==> src/rtl/prog_tick_timer_if.sv <==
// Control and status bundle for prog_tick_timer.
// The master drives the controls and the slave (the timer) drives the status.
interface prog_tick_timer_if #(
  parameter int unsigned WIDTH     = 8,
  parameter int unsigned PRE_WIDTH = 4
);
  logic                 en;
  logic                 start;
  logic                 stop;
  logic                 load;
  logic [WIDTH-1:0]     load_value;
  logic                 dir;
  logic                 one_shot;
  logic [WIDTH-1:0]     threshold;
  logic [PRE_WIDTH-1:0] prescale;
  logic                 irq_clr;
  logic [WIDTH-1:0]     count;
  logic                 tick;
  logic                 busy;
  logic                 done;
  logic                 irq;

  modport master (
    output en, start, stop, load, load_value, dir, one_shot, threshold, prescale, irq_clr,
    input  count, tick, busy, done, irq
  );

  modport slave (
    input  en, start, stop, load, load_value, dir, one_shot, threshold, prescale, irq_clr,
    output count, tick, busy, done, irq
  );
endinterface

==> src/rtl/prog_tick_timer.sv <==
// Programmable tick timer: prescaled up/down counter with periodic or one-shot
// operation, synchronous load, start/stop control and a sticky interrupt flag.
module prog_tick_timer #(
  parameter int unsigned WIDTH     = 8,
  parameter int unsigned PRE_WIDTH = 4
) (
  input  logic         clk,
  input  logic         reset,
  prog_tick_timer_if.slave bus_io
);

  typedef enum logic [1:0] {StIdle, StRun, StDone} state_e;

  localparam logic [WIDTH-1:0]     CountOne = WIDTH'(1);
  localparam logic [PRE_WIDTH-1:0] PreOne   = PRE_WIDTH'(1);

  state_e               state_q;
  logic [WIDTH-1:0]     count_q;
  logic [PRE_WIDTH-1:0] pre_q;
  logic                 tick_q;
  logic                 irq_q;

  logic             run;
  logic             start_ok;
  logic             stop_ok;
  logic             pre_hit;
  logic             terminal;
  logic [WIDTH-1:0] start_val;

  // Decode of current state and the step/terminal conditions.
  always_comb begin
    run       = (state_q == StRun);
    start_ok  = bus_io.start & (state_q != StRun);
    stop_ok   = bus_io.stop & (state_q != StIdle);
    pre_hit   = (pre_q == bus_io.prescale);
    terminal  = bus_io.dir ? (count_q == '0) : (count_q == bus_io.threshold);
    start_val = bus_io.dir ? bus_io.threshold : '0;
  end

  // FSM, counter, prescaler and registered tick/irq in one sequential block.
  always_ff @(posedge clk or posedge reset) begin
    if (reset) begin
      state_q <= StIdle;
      count_q <= '0;
      pre_q   <= '0;
      tick_q  <= 1'b0;
      irq_q   <= 1'b0;
    end else begin
      tick_q <= 1'b0;
      // A tick being shown holds irq against a coincident clear.
      irq_q  <= (irq_q & ~bus_io.irq_clr) | tick_q;
      if (bus_io.load) begin
        count_q <= bus_io.load_value;
        pre_q   <= '0;
        if (start_ok) begin
          state_q <= StRun;
        end else if (stop_ok) begin
          state_q <= StIdle;
        end
      end else if (start_ok) begin
        count_q <= start_val;
        pre_q   <= '0;
        state_q <= StRun;
      end else if (stop_ok) begin
        state_q <= StIdle;
      end else if (run && bus_io.en) begin
        if (pre_hit) begin
          pre_q <= '0;
          if (terminal) begin
            tick_q <= 1'b1;
            irq_q  <= 1'b1;
            if (bus_io.one_shot) begin
              state_q <= StDone;
            end else begin
              count_q <= start_val;
            end
          end else begin
            count_q <= bus_io.dir ? (count_q - CountOne) : (count_q + CountOne);
          end
        end else begin
          pre_q <= pre_q + PreOne;
        end
      end
    end
  end

  assign bus_io.count = count_q;
  assign bus_io.tick  = tick_q;
  assign bus_io.busy  = (state_q == StRun);
  assign bus_io.done  = (state_q == StDone);
  assign bus_io.irq   = irq_q;

endmodule

==> src/flat_wrapper.sv <==
// flat-port wrapper written by rule: the top's interface ports become plain ports
module prog_tick_timer_flat 
#(
  parameter int unsigned WIDTH     = 8,
  parameter int unsigned PRE_WIDTH = 4
)
  (clk, reset, bus_io_en, bus_io_start, bus_io_stop, bus_io_load, bus_io_load_value, bus_io_dir, bus_io_one_shot, bus_io_threshold, bus_io_prescale, bus_io_irq_clr, bus_io_count, bus_io_tick, bus_io_busy, bus_io_done, bus_io_irq);
  prog_tick_timer_if #(.WIDTH(WIDTH), .PRE_WIDTH(PRE_WIDTH)) bus_io_i ();
  input  logic clk;
  input  logic reset;
  input wire logic [$bits(bus_io_i.en)-1:0] bus_io_en;
  input wire logic [$bits(bus_io_i.start)-1:0] bus_io_start;
  input wire logic [$bits(bus_io_i.stop)-1:0] bus_io_stop;
  input wire logic [$bits(bus_io_i.load)-1:0] bus_io_load;
  input wire logic [$bits(bus_io_i.load_value)-1:0] bus_io_load_value;
  input wire logic [$bits(bus_io_i.dir)-1:0] bus_io_dir;
  input wire logic [$bits(bus_io_i.one_shot)-1:0] bus_io_one_shot;
  input wire logic [$bits(bus_io_i.threshold)-1:0] bus_io_threshold;
  input wire logic [$bits(bus_io_i.prescale)-1:0] bus_io_prescale;
  input wire logic [$bits(bus_io_i.irq_clr)-1:0] bus_io_irq_clr;
  output wire logic [$bits(bus_io_i.count)-1:0] bus_io_count;
  output wire logic [$bits(bus_io_i.tick)-1:0] bus_io_tick;
  output wire logic [$bits(bus_io_i.busy)-1:0] bus_io_busy;
  output wire logic [$bits(bus_io_i.done)-1:0] bus_io_done;
  output wire logic [$bits(bus_io_i.irq)-1:0] bus_io_irq;
  assign bus_io_i.en = bus_io_en;
  assign bus_io_i.start = bus_io_start;
  assign bus_io_i.stop = bus_io_stop;
  assign bus_io_i.load = bus_io_load;
  assign bus_io_i.load_value = bus_io_load_value;
  assign bus_io_i.dir = bus_io_dir;
  assign bus_io_i.one_shot = bus_io_one_shot;
  assign bus_io_i.threshold = bus_io_threshold;
  assign bus_io_i.prescale = bus_io_prescale;
  assign bus_io_i.irq_clr = bus_io_irq_clr;
  assign bus_io_count = bus_io_i.count;
  assign bus_io_tick = bus_io_i.tick;
  assign bus_io_busy = bus_io_i.busy;
  assign bus_io_done = bus_io_i.done;
  assign bus_io_irq = bus_io_i.irq;
  prog_tick_timer #(.WIDTH(WIDTH), .PRE_WIDTH(PRE_WIDTH)) u_core (.clk(clk), .reset(reset), .bus_io(bus_io_i));
endmodule
==> config.mk <==
export PLATFORM = sky130hd
export DESIGN_NAME = prog_tick_timer_flat
export DESIGN_NICKNAME = d
export VERILOG_FILES = /design/src/rtl/prog_tick_timer_if.sv /design/src/rtl/prog_tick_timer.sv /design/src/flat_wrapper.sv
export SDC_FILE = /design/constraint.sdc
export NUM_CORES = 1
export LEC_CHECK = 0
export ABC_AREA = 1
export CORE_AREA = 2 2 65 67
export CTS_CLUSTER_SIZE = 25
export DETAILED_ROUTE_END_ITERATION = 12
export DIE_AREA = 0 0 67 69
export PLACE_DENSITY = 0.75
export SKIP_LAST_GASP = 1
export SYNTH_ARGS = -nofsm -noshare
export SYNTH_HDL_FRONTEND = slang
export SYNTH_SLANG_ARGS = --single-unit
export TNS_END_PERCENT = 50
==> constraint.sdc <==
create_clock -name clk -period 1.85 [get_ports clk]
set_input_delay 0.4625 -clock clk [delete_from_list [all_inputs] [get_ports clk]]
set_output_delay 0.4625 -clock clk [all_outputs]
set_load 0.005 [all_outputs]
Word-level counts from Yosys, hierarchy flattened
Cells that the tools add are included.
{ "word_totals": {"inputBits": 29, "register_bits": 16, "out_inout_bits": 12, "wordCells": 69} }
{ "classes": {"n_bitwise": 5, "muxes": 36, "reduce_logical": 12, "n_eq_ne": 8, "addsub": 3} }
{ "op_table": {"columns": ["operator", "n"], "rows": [
  ["8-bit two-way mux", 9],
  ["4-bit two-way mux", 5],
  ["2-bit two-way mux", 9],
  ["3-bit nonzero test", 6],
  ["1-bit two-way mux", 13],
  ["8-bit by 1-bit adder with 8-bit output, second input constant", 1],
  ["8-bit == test", 1],
  ["8-bit logical NOT", 1],
  ["8-bit by 1-bit subtractor with 8-bit output, second input constant", 1],
  ["5-bit AND reduction", 1],
  ["4-bit by 1-bit adder with 4-bit output, second input constant", 1],
  ["4-bit == test", 1],
  ["4-bit by 3-bit != test with 1-bit output, second input constant", 1],
  ["4-bit AND reduction", 1],
  ["1-bit AND", 3],
  ["3-bit by 1-bit != test with 1-bit output, second input constant", 1],
  ["3-bit by 2-bit != test with 1-bit output, second input constant", 1],
  ["2-bit by 1-bit == test with 1-bit output, second input constant", 1],
  ["2-bit == test, second input constant", 1],
  ["2-bit by 1-bit != test with 1-bit output, second input constant", 1],
  ["2-bit AND reduction", 1],
  ["2-bit nonzero test", 1],
  ["1-bit logical AND", 1],
  ["1-bit inverter", 1],
  ["1-bit bitwise OR", 1]
]} }

Longest topological paths before layout
{ "depth": {"word_depth": 9, "depth_mapped": 13, "mapped_depth_nobuf": 13} }

Worst setup path before layout
OpenSTA, ideal clock, no wires.
{ "synth_timing": {"path_kind": "flip-flop to flip-flop", "start": "register u_core.count_q[0] (netlist: u_core.bus_io.count[0])", "end": "register u_core.count_q[6] (netlist: u_core.bus_io.count[6])", "path_buffers": 0, "synth_period_minus_slack_ns": 1.764, "slack_ns": 0.086, "setup_ns": 0.065, "path_stages_with_launch": 13, "required_time_ns": 1.785, "arrival_time_ns": 1.699, "cell_sequence": "dfrtp_1 > inv_2 > fa_1 > inv_1 > nand3_1 > nand2_1 > nand2_1 > a21oi_1 > xor2_1 > nand2_1 > nand2_1 > nand2_1 > nand2_1"} }
{ "synth_via": {"elab_chain_len": 8, "word_cells_on_any_way": 14, "cone_classes": "add/sub (2); eq/ne (2); mux (8); reduce/logical (2)"} }
{ "synth_lines": {"columns": ["item", "line_no", "rtl"], "rows": [
  ["start: declaration", "prog_tick_timer.sv:18", "logic [WIDTH-1:0] count_q;"],
  ["start signal: assignment", "prog_tick_timer.sv:53", "count_q <= bus_io.load_value;"],
  ["start signal: assignment", "prog_tick_timer.sv:61", "count_q <= start_val;"],
  ["start signal: assignment", "prog_tick_timer.sv:75", "count_q <= start_val;"],
  ["8-bit by 1-bit adder with 8-bit output (tied with other cells)", "prog_tick_timer.sv:78", "count_q <= bus_io.dir ? (count_q - CountOne) : (count_q + CountOne);"],
  ["8-bit two-way mux or 1-bit two-way mux (tied branches)", "prog_tick_timer.sv:78, prog_tick_timer.sv:36", null],
  ["8-bit two-way mux", "prog_tick_timer.sv:69", "if (terminal) begin"],
  ["8-bit two-way mux", "prog_tick_timer.sv:67", "if (pre_hit) begin"],
  ["8-bit two-way mux", "prog_tick_timer.sv:66", "end else if (run && bus_io.en) begin"],
  ["8-bit two-way mux", "prog_tick_timer.sv:64", "end else if (stop_ok) begin"],
  ["8-bit two-way mux", "prog_tick_timer.sv:60", "end else if (start_ok) begin"],
  ["8-bit two-way mux", "prog_tick_timer.sv:52", "if (bus_io.load) begin"]
]} }
Parallel ways exist; a longest one is shown, timed or not. The select of a mux whose other input is x is not followed.
A chain may end at the register's enable or synchronous reset.

Worst setup path in the final report
{ "layout_timing": {"start": "input port bus_io_prescale[2]", "end": "register u_core.count_q[4] (netlist: u_core.bus_io.count[4])"} }
{ "layout_via": {"elab_chain_len": 3} }
{ "layout_lines": {"columns": ["item", "line_no", "rtl"], "rows": [
  ["start: declaration", "flat_wrapper.sv:19", "input wire logic [$bits(bus_io_i.prescale)-1:0] bus_io_prescale;"],
  ["4-bit == test", "prog_tick_timer.sv:35", "pre_hit = (pre_q == bus_io.prescale);"],
  ["3-bit nonzero test (no source line)", null, null],
  ["4-bit AND reduction (no source line)", null, null]
]} }
No other way between the ends.

==> summary.txt <==
Timing
  • Slew headroom: 79.9%
  • Fmax: 540 MHz
  • # setup viols final: 1
  • Final slew viol count: 0
  • PnR worst setup slack: -0.224 ps
  • Clk_skew: 4.55 ps
  • Worst-margin pin slew: 301 ps
  • Tcrit/Tclk final: 100%
  • Final Hold Fails: 0
  • Crit path time final: 1850 ps
  • Fin Setup TNS: -0.224 ps
  • Unrepaired setup endpoints after global routing: true

Placed design
  • Post-Place Cells: 392
  • Placed instance area: 0.00246 mm2
  • I/O Buffers: 40
  • Placer Congestion: 0.943
  • HPWL after DPL: 3850 um

Logic synthesis
  • Simple-gate share of the synthesized area: 43.5%
  • Mux share of post-synthesis cell area: 0%
  • Post-synthesis xor/xnor area fraction: 6.57%
  • Synth Cell Area: 0.00173 mm2
  • Largest family of logic cells by synthesized area: simple AND/OR/NAND/NOR gates
  • Post-synthesis register bit count: 16
  • Yosys warnings: 0
  • Synth unique cells: 35
  • Register area share after synthesis: 23.1%
  • Mean post-synth cell area: 6.45 um2
  • Compound-Gate Fraction of Synth Area: 10.7%
  • Post-Synth Adder-Cell Area: 6.20%
  • Synth Instances: 269
  • Mapped Nets: 306

Hold path
  • Hold crit path type: flop to flop

Floorplanning
  • Die area: 0.00462 mm2
  • Row cnt: 23
  • Starting Density: 44.3%
  • IO Count: 41
  • Chip width: 67 um
  • DIE HEIGHT: 69 um
  • Core Region: 0.00391 mm2

Route
  • Drt total wl: 5150 um
  • Detail Route Antenna Nets: 0
  • Pre-Repair DR Iteration Count: 4
  • DR vias/cell: 4.90
  • Vias: 1968
  • Starting DRT DRC Count: 121
  • Drt drc: 0
  • WL/cell: 12.8 um

GRT
  • Global router's overall resource usage: 22.6%
  • Largest net degree at the start of global routing: 17
  • Initial antenna violation count: 0
  • First-pass GRT wire length: 8220 um
  • Vias in the first global route: 1858
  • GRT overflow: 0

Finish
  • Layout area overhead: 53.5%
  • Fillers: 361
  • Post-route design area: 0.00266 mm2
  • Diode count: 0
  • Post-layout util: 68.0%
  • Post-route insts no fill: 402
  • Seq. cell area: 402 um2
  • Commonest non-fill, non-tap cells in the layout: 85 x nand2_1, 41 x buf_4, 35 x nor2_1
  • Share of post-route cells with drive strength above 1: 23.6%
  • Most common cell after layout, fill and taps aside: nand2_1
  • Multi-input combinational cell area: 0.00125 mm2
  • Nets: 390

Power
  • P per Cell Area: 1220 mW/mm2
  • Leakage power: 1.40 nW
  • VDD IR max: 0.000567 V

Worst setup path
  • Critical Path End Type: flop
  • Startpoint types: primary input
  • Setup CP Type: primary input to flop
  • Arrival time worst endpoint: 2020 ps
  • Worst EP required: 2020 ps
  • Crit path max fanout: 4

Clock network
  • Total CTS buffers: 3
  • Root Buffer Master: clkbuf_8
  • H-tree levels: 1
  • Clk_lat worst skew: 250 ps
  • TritonCTS clock tree: done
  • Clk sinks: 16
  • Max clock buf depth: 2
  • Clock-pin slew on the worst setup and hold paths: 70 ps
  • # hold bufs at CTS: 0

Run status
  • Failing checks: negative setup slack
  • Outcome: finished with violations

Run
  • Max_cap viols: 0
-- registers in the layout, summed over array words and instances (netlist names) --
| name | count |
|---|---|
| u_core.bus_io.count | 8 |
| u_core.bus_io.irq | 1 |
| u_core.bus_io.tick | 1 |
| u_core.pre_q | 4 |
| u_core.state_q | 2 |
-- where the power goes --
part / switching, mW / internal (mW)
clock network: 0.131 / 0.189
logic: 1.16 / 1.14
registers: 0.166 / 0.451
-- path summary, 6_finish.rpt --
kind                       slack [ps]               start                      to  cells after the start
max reg2reg                        50   u_core.state_q[0]  u_core.bus_io.count[4]                     10
min                               470  u_core.bus_io.tick       u_core.bus_io.irq                      2
min reg2reg                       470  u_core.bus_io.tick       u_core.bus_io.irq                      2
min in group asynchronous         520               reset       u_core.state_q[0]                      3
max                              -0.2  bus_io_prescale[2]  u_core.bus_io.count[4]                      8
max in group asynchronous        1130               reset       u_core.state_q[1]                      3
-- kinds of logic (layout without fill, tap and decap cells) --
logic type                 Yosys count  count (layout)
and+or+nand+nor                    165             166
adders and majority gates            8               8
buffers and inverters               42             124
xor gates and xnor gates            13              13
AOI/OAI and AO/OA                   25              25
DFF                                 16              16
-- synthesized netlist by cell type, drive strengths merged --
| cell type | number | area (um2) |
|---|---|---|
| a21o | 1 | 7.51 |
| a21oi | 9 | 45.0 |
| a31oi | 1 | 21.3 |
| and3 | 1 | 6.26 |
| buf | 5 | 33.8 |
| clkinv | 1 | 3.75 |
| dfrtp | 16 | 400 |
| fa | 1 | 20.0 |
| ha | 7 | 87.6 |
| inv | 36 | 135 |
| nand2 | 88 | 345 |
| nand3 | 18 | 100 |
| nand3b | 1 | 7.51 |
| nand4 | 6 | 37.5 |
| nor2 | 43 | 209 |
| nor2b | 1 | 6.26 |
| nor3 | 5 | 30.0 |
| o211ai | 6 | 45.0 |
| o21a | 1 | 7.51 |
| o21ai | 5 | 32.5 |
| o21bai | 1 | 18.8 |
| o31ai | 1 | 7.51 |
| or2 | 2 | 12.5 |
| xnor2 | 8 | 70.1 |
| xor2 | 5 | 43.8 |
-- layout make-up --
cell class,instances,area share [%]
Multi-Input combinational cell,212,46.8
Timing Repair Buffer,83,28.4
Sequential cell,16,15.1
Inverter,37,5.22
Tap cell,50,2.35
Clock buffer,4,2.07
-- metrics by stage --
stage	hold slack [ps]	setup slack, ps	power, mW
after global placement	457	-508	2.67
after detailed placement	457	-559	2.69
after floorplan	376	86.4	1.84
after global routing	516	-28.3	3.53
final	472	-0.224	3.24
after CTS	481	-23.0	3.06
-- critical path, cell delays in order --
cell and delay [ps]:
clkdlybuf4s50_1 410, xor2_1 140, nor2_1 170, nand2_1 130
a31oi_4 230, buf_4 160, nand3_1 130, o21ai_2 190
-- per-layer routing --
| metal | share of wire (%) | routed length [um] | global-route usage (%) | vias up |
|---|---|---|---|---|
| met3 | 4.1 | 209 | 2.94 | 12 |
| met2 | 48 | 2450 | 36.5 | 47 |
| met1 | 46 | 2370 | 30.7 | 884 |
| li1 | - | - | - | 1025 |
| met5 | 0 | 0 | 0 | - |
| met4 | 2.4 | 121 | 7.03 | 0 |
-- repair_timing --
item	in CTS	in global routing
cloned	1	0
pin swaps	2	8
endpoints found under the setup margin	10	14
setup buffers	0	5
resized for setup	7	19
No activity file was read; power rests on OpenSTA's default activity.
